--- src/rtl/loader_pkg.sv ---
// Shared definitions for the instruction-memory program loader.
//   state_t         : loader FSM states
//   BYTES_PER_WORD  : bytes packed into one instruction word
//   DEFAULT_ADDR_W  : default instruction-memory word-address width
package loader_pkg;

    typedef enum logic [1:0] {
        LOAD  = 2'd0,
        WRITE = 2'd1,
        DONE  = 2'd2,
        ERROR = 2'd3
    } state_t;

    localparam int unsigned BYTES_PER_WORD = 4;
    localparam int unsigned DEFAULT_ADDR_W = 10;

endpackage

--- src/rtl/byte_packer.sv ---
// Packs a byte stream big-endian into a 32-bit word.
// Ports:
//   clock, reset   : clock and synchronous active-low reset
//   shift_en       : shift byte_in into the low byte of the word
//   byte_in        : stream byte
//   pad            : with shift_en, left-align the partial word (zero-fill low bytes)
//   clear          : return word and byte index to zero
//   word_out       : packed word
//   full           : the next shifted byte completes the word
module byte_packer
    import loader_pkg::*;
(
    input  logic        clock,
    input  logic        reset,
    input  logic        shift_en,
    input  logic [7:0]  byte_in,
    input  logic        pad,
    input  logic        clear,
    output logic [31:0] word_out,
    output logic        full
);

    logic [31:0] word_q, word_d;
    logic [1:0]  idx_q, idx_d;
    logic [31:0] shifted;
    logic [4:0]  pad_shift;

    assign shifted   = {word_q[23:0], byte_in};
    // Bytes still missing after this one is 3 - idx, i.e. ~idx; times 8 bits.
    assign pad_shift = {~idx_q, 3'b000};

    always_comb begin
        word_d = word_q;
        idx_d  = idx_q;
        if (clear) begin
            word_d = '0;
            idx_d  = '0;
        end else if (shift_en) begin
            idx_d  = idx_q + 2'd1;
            word_d = pad ? (shifted << pad_shift) : shifted;
        end
    end

    always_ff @(posedge clock) begin
        if (!reset) begin
            word_q <= '0;
            idx_q  <= '0;
        end else begin
            word_q <= word_d;
            idx_q  <= idx_d;
        end
    end

    assign word_out = word_q;
    assign full     = (idx_q == 2'(BYTES_PER_WORD - 1));

endmodule

--- src/rtl/instr_loader.sv ---
// Program loader: fills the instruction memory from a byte stream and holds
// the core in reset until the whole image is written.
// Ports:
//   clock, reset        : clock and synchronous active-low reset
//   start               : restart loading (honored in DONE or ERROR only)
//   in_valid/in_data/in_last/in_ready : byte stream handshake
//   mem_addr/mem_data/mem_wren        : instruction-memory write port
//   cpu_hold            : keeps the core in reset while high
//   done                : image loaded
//   error               : image overflowed the memory (sticky until start/reset)
//   word_count          : words written in the current load
module instr_loader
    import loader_pkg::*;
#(
    parameter int unsigned ADDR_W = DEFAULT_ADDR_W,
    parameter int unsigned WORD_W = 32
) (
    input  logic              clock,
    input  logic              reset,
    input  logic              start,
    input  logic              in_valid,
    input  logic [7:0]        in_data,
    input  logic              in_last,
    output logic              in_ready,
    output logic [ADDR_W-1:0] mem_addr,
    output logic [WORD_W-1:0] mem_data,
    output logic              mem_wren,
    output logic              cpu_hold,
    output logic              done,
    output logic              error,
    output logic [ADDR_W:0]   word_count
);

    state_t            state_q, state_d;
    logic [ADDR_W-1:0] addr_q, addr_d;
    logic [ADDR_W:0]   count_q, count_d;
    logic              last_q, last_d;

    logic              accept;
    logic              pack_clear;
    logic              pack_full;
    logic [31:0]       packed_word;

    assign accept = (state_q == LOAD) && in_valid;

    byte_packer u_packer (
        .clock    (clock),
        .reset    (reset),
        .shift_en (accept),
        .byte_in  (in_data),
        .pad      (in_last),
        .clear    (pack_clear),
        .word_out (packed_word),
        .full     (pack_full)
    );

    always_comb begin
        state_d    = state_q;
        addr_d     = addr_q;
        count_d    = count_q;
        last_d     = last_q;
        pack_clear = 1'b0;
        unique case (state_q)
            LOAD: begin
                if (accept && (pack_full || in_last)) begin
                    state_d = WRITE;
                    last_d  = in_last;
                end
            end
            WRITE: begin
                count_d    = count_q + 1'b1;
                // The word is in memory after this edge; start the next one empty.
                pack_clear = 1'b1;
                if (last_q) begin
                    state_d = DONE;
                end else if (addr_q == {ADDR_W{1'b1}}) begin
                    state_d = ERROR;
                end else begin
                    addr_d  = addr_q + 1'b1;
                    state_d = LOAD;
                end
            end
            DONE, ERROR: begin
                if (start) begin
                    state_d    = LOAD;
                    addr_d     = '0;
                    count_d    = '0;
                    last_d     = 1'b0;
                    pack_clear = 1'b1;
                end
            end
            default: state_d = LOAD;
        endcase
    end

    always_ff @(posedge clock) begin
        if (!reset) begin
            state_q <= LOAD;
            addr_q  <= '0;
            count_q <= '0;
            last_q  <= 1'b0;
        end else begin
            state_q <= state_d;
            addr_q  <= addr_d;
            count_q <= count_d;
            last_q  <= last_d;
        end
    end

    // Outputs decode from registered state only.
    assign in_ready   = (state_q == LOAD);
    assign mem_wren   = (state_q == WRITE);
    assign mem_addr   = addr_q;
    assign mem_data   = (state_q == WRITE) ? WORD_W'(packed_word) : '0;
    assign cpu_hold   = (state_q != DONE);
    assign done       = (state_q == DONE);
    assign error      = (state_q == ERROR);
    assign word_count = count_q;

endmodule

--- config.mk ---
export PLATFORM = sky130hd
export DESIGN_NAME = instr_loader
export DESIGN_NICKNAME = d
export VERILOG_FILES = /design/src/rtl/loader_pkg.sv /design/src/rtl/byte_packer.sv /design/src/rtl/instr_loader.sv
export SDC_FILE = /design/constraint.sdc
export NUM_CORES = 1
export LEC_CHECK = 0
export ABC_AREA = 1
export BUFFER_PORTS_ARGS = -buffer_cell sky130_fd_sc_hd__buf_2
export CORE_UTILIZATION = 39
export CTS_BUF_LIST = sky130_fd_sc_hd__clkbuf_2
export DETAILED_ROUTE_END_ITERATION = 7
export PLACE_DENSITY = 0.66
export SKIP_LAST_GASP = 1
export SYNTH_ARGS = -nofsm -noshare
export SYNTH_HDL_FRONTEND = slang
export SYNTH_HIERARCHICAL = 1
export SYNTH_SLANG_ARGS = --single-unit
--- constraint.sdc ---
create_clock -name clock -period 3 [get_ports clock]
set_input_delay 0.15 -clock clock [delete_from_list [all_inputs] [get_ports clock]]
set_output_delay 0.15 -clock clock [all_outputs]
set_load 0.01 [all_outputs]
==> results.md <==
- Status: finished, final reports clean
- Worst-path maximum fanout: 34
- First-pass GRT wire length: approximately 16 mm
- Placed Instances: 715
- Max frequency: 476.5 MHz
- Via Count: 3694
- Routed WL: 9.157 mm
- CP max stage cell: dfxtp_1
- CP max stage delay: 0.61 ns
- ANT nets after route: 0
- IO Count: 71
- Detailed Route Iter0 Violations: 180
- Initial core utilization: 40.22%
- Die extent in y: slightly below 100 um
- Initial antenna violation count: 0
- CTS sink cnt: 58
- Worst-Skew Late Latency: ~0.50 ns
- Final Hold Vio Count: 0
- Avg Cell Area, Syn: 6.267 um^2
- Crit start category: register
- Worst-path clk slew: 0.17 ns
- Hold slack: 0.05332 ns
- Seq/Total Area, Yosys: 33.26%
- Clock Tree Buf Depth: 2
- Register bit total from synthesis: 58
- Lkg Pwr: 1.938 nW
- Post-DP HPWL: 6.407 mm
- Unrepaired setup endpoints after global routing: no
- Post-place setup slack: 1.062 ns
- Synth Net Count: roughly 570
- Simple-gate portion of the synthesized area: 35.16%
- Adder-Cell Fraction of Synth Area: 1.075%
- Fin util: 46.66%
- Final worst-path cycle share: a little over two thirds
- DR DRC count: 0
- Post-synthesis xor/xnor area fraction: 0%
- Worst Hold Class: primary input to register
- Yosys warnings: 6
- Core footprint: 0.008678 mm^2
- CP Data Required Time: 2.85 ns
- CTS Buf Count: 9
- IO buf count: 70
- Vias in the first global route: between 3k and 4k
- Slew Limit Fails: 0
- Largest net degree at the start of global routing: 36
- Combinational family with the most area after synthesis: simple AND/OR/NAND/NOR gates
- Area Overhead vs Synth: 15.99%
- Critical-path cell list: nor2_8, inv_2, nor2_1, buf_2
- Worst Path Arrival: approximately 2 ns
- Compound-Gate Fraction of Synth Area: roughly 18%
- Non-filler cells, final: 741
- CTS Root Cell: clkbuf_2
- Area leader, netlist: dfxtp_1
- CTS tree: yes
- Mapped cell area: 0.003491 mm^2
- Max-cap viol count: 0
- Largest vdd supply drop: 0.1699 mV
- Total track usage: 20.43%
- DIE AREA: 0.009333 mm^2
- Max H-tree Level: 3
- Total gr overflow: 0
- Mux contribution to synthesized area: 0%
- Worst Skew: 0.02475 ns
- Fin worst setup slack: 0.9015 ns
- CP Class: register to primary output
- Postcts setup bufs: 0
- Setup-failing EPs final: 0
- 1st-pass router iterations: 5
- Post-route minimum period: approximately 2.1 ns
- Post-synth top area share: 33.26%
- Power per standard cell area: 420.1 mW/mm^2
- WL/cell: ~12 um
- Post-route setup TNS: 0 ns
- Cells after Synth: 557
- Share of cells above drive strength 1: 18.48%
- Relative max-transition margin: 62.77%
- GPL Wtd Cong: roughly 0.83
- Synth top area cells: dfxtp_1, nand2_1, a21oi_1, inv_1, o21ai_0
- Final Net Count: 644
- Placement Rows: 34
- Tightest Pin Transition: ~0.56 ns
- Critical path endpoint category: primary output
- Netlist cell types: 31
- Number of diodes: 0
- Drt via density: 4.985
- Die span in x: 96.61 um
[kinds of logic (layout without fill, tap and decap cells)]
logic type	Yosys count	in the layout
fa+ha+maj	3	3
flops	58	58
simple gates	277	277
buf+inv	104	180
compound gates	115	115
[synth_stat cells (all sizes together)]
| library cell | n |
|---|---|
| inv | 80 |
| or2 | 9 |
| and2 | 1 |
| nor3 | 3 |
| a21o | 1 |
| o21ai | 51 |
| a21oi | 61 |
| and3 | 1 |
| clkbuf | 12 |
| nand3 | 34 |
| nand4 | 7 |
| buf | 11 |
| nor3b | 3 |
| a31oi | 2 |
| ha | 3 |
| nand2 | 156 |
| clkinv | 1 |
| dfxtp | 58 |
| nor2 | 63 |
[area by class of cell]
class,instances,area [um^2]
clock buffers,10,50.05
inverters,81,309.0
fillers,965,4629
clock inverters,6,33.78
well taps,108,135.1
flip-flops and latches,58,1161
multi-input cells,395,1887
repair buffers,83,473.0
[stage by stage]
step	power [mW]	area, um^2
floorplan	1.189	3491
global placement	1.290	3865
detailed placement	1.297	3865
CTS	1.717	4049
global route	1.824	4049
finish	1.701	4049
[cell usage in the layout (no fill, tap or decap), drive strengths merged]
master	count
ha	3
a21oi	61
nand2	156
nand3	34
dfxtp	58
and2	1
dlygate4sd3	10
inv	80
a21o	1
a31oi	2
and3	1
nor3	3
or2	9
clkinvlp	2
nor3b	3
buf	73
nor2	63
clkbuf	10
clkinv	5
o21ai	51
nand4	7
[what timing repair did]
item / 4_1_cts / 5_1_grt
gates resized for setup: 0 / 0
hold endpoints to repair: 23 / 0
hold buffers: 10 / 0
setup endpoints to repair: 0 / 0
[where the power goes]
group / switching [mW] / total, mW / internal (mW) / leakage [nW]
clock: 0.307 / 0.411 / 0.105 / 0.0551
sequential: 0.0608 / 0.889 / 0.828 / 0.475
combinational: 0.262 / 0.401 / 0.139 / 1.41
[flip-flops by register name, summed over array words and instances, names as in the netlist]
signal / flops
word_count: 11
state_q: 2
mem_addr: 10
u_packer/word_out: 32
last_q: 1
u_packer/idx_q: 2
[critical path, delay by kind of cell, from the launching register on]
family / cells / cell delay, ns
and+or+nand+nor: 2 / 0.23
DFF: 1 / 0.61
buffers and inverters: 2 / 0.60
[routing by layer]
metal	part of all wire, %	global-route usage [%]	wire [um]	vias up
li1	-	-	-	1905
met1	45	25.39	4125	1666
met2	48	33.80	4369	113
met3	5.8	5.130	531	10
met4	1.4	8.037	132	0
met5	0	0	0	-
[final timing paths]
kind	start	endpoint	slack (ns)	depth (start not counted)
setup / recovery	state_q[1]	mem_data[11]	0.90	4
hold reg to reg	last_q	last_q	0.50	2
hold / removal	in_last	last_q	0.05	3
setup reg to reg	state_q[1]	u_packer/word_out[24]	1.06	6
Power figures use the tool's default switching activity.
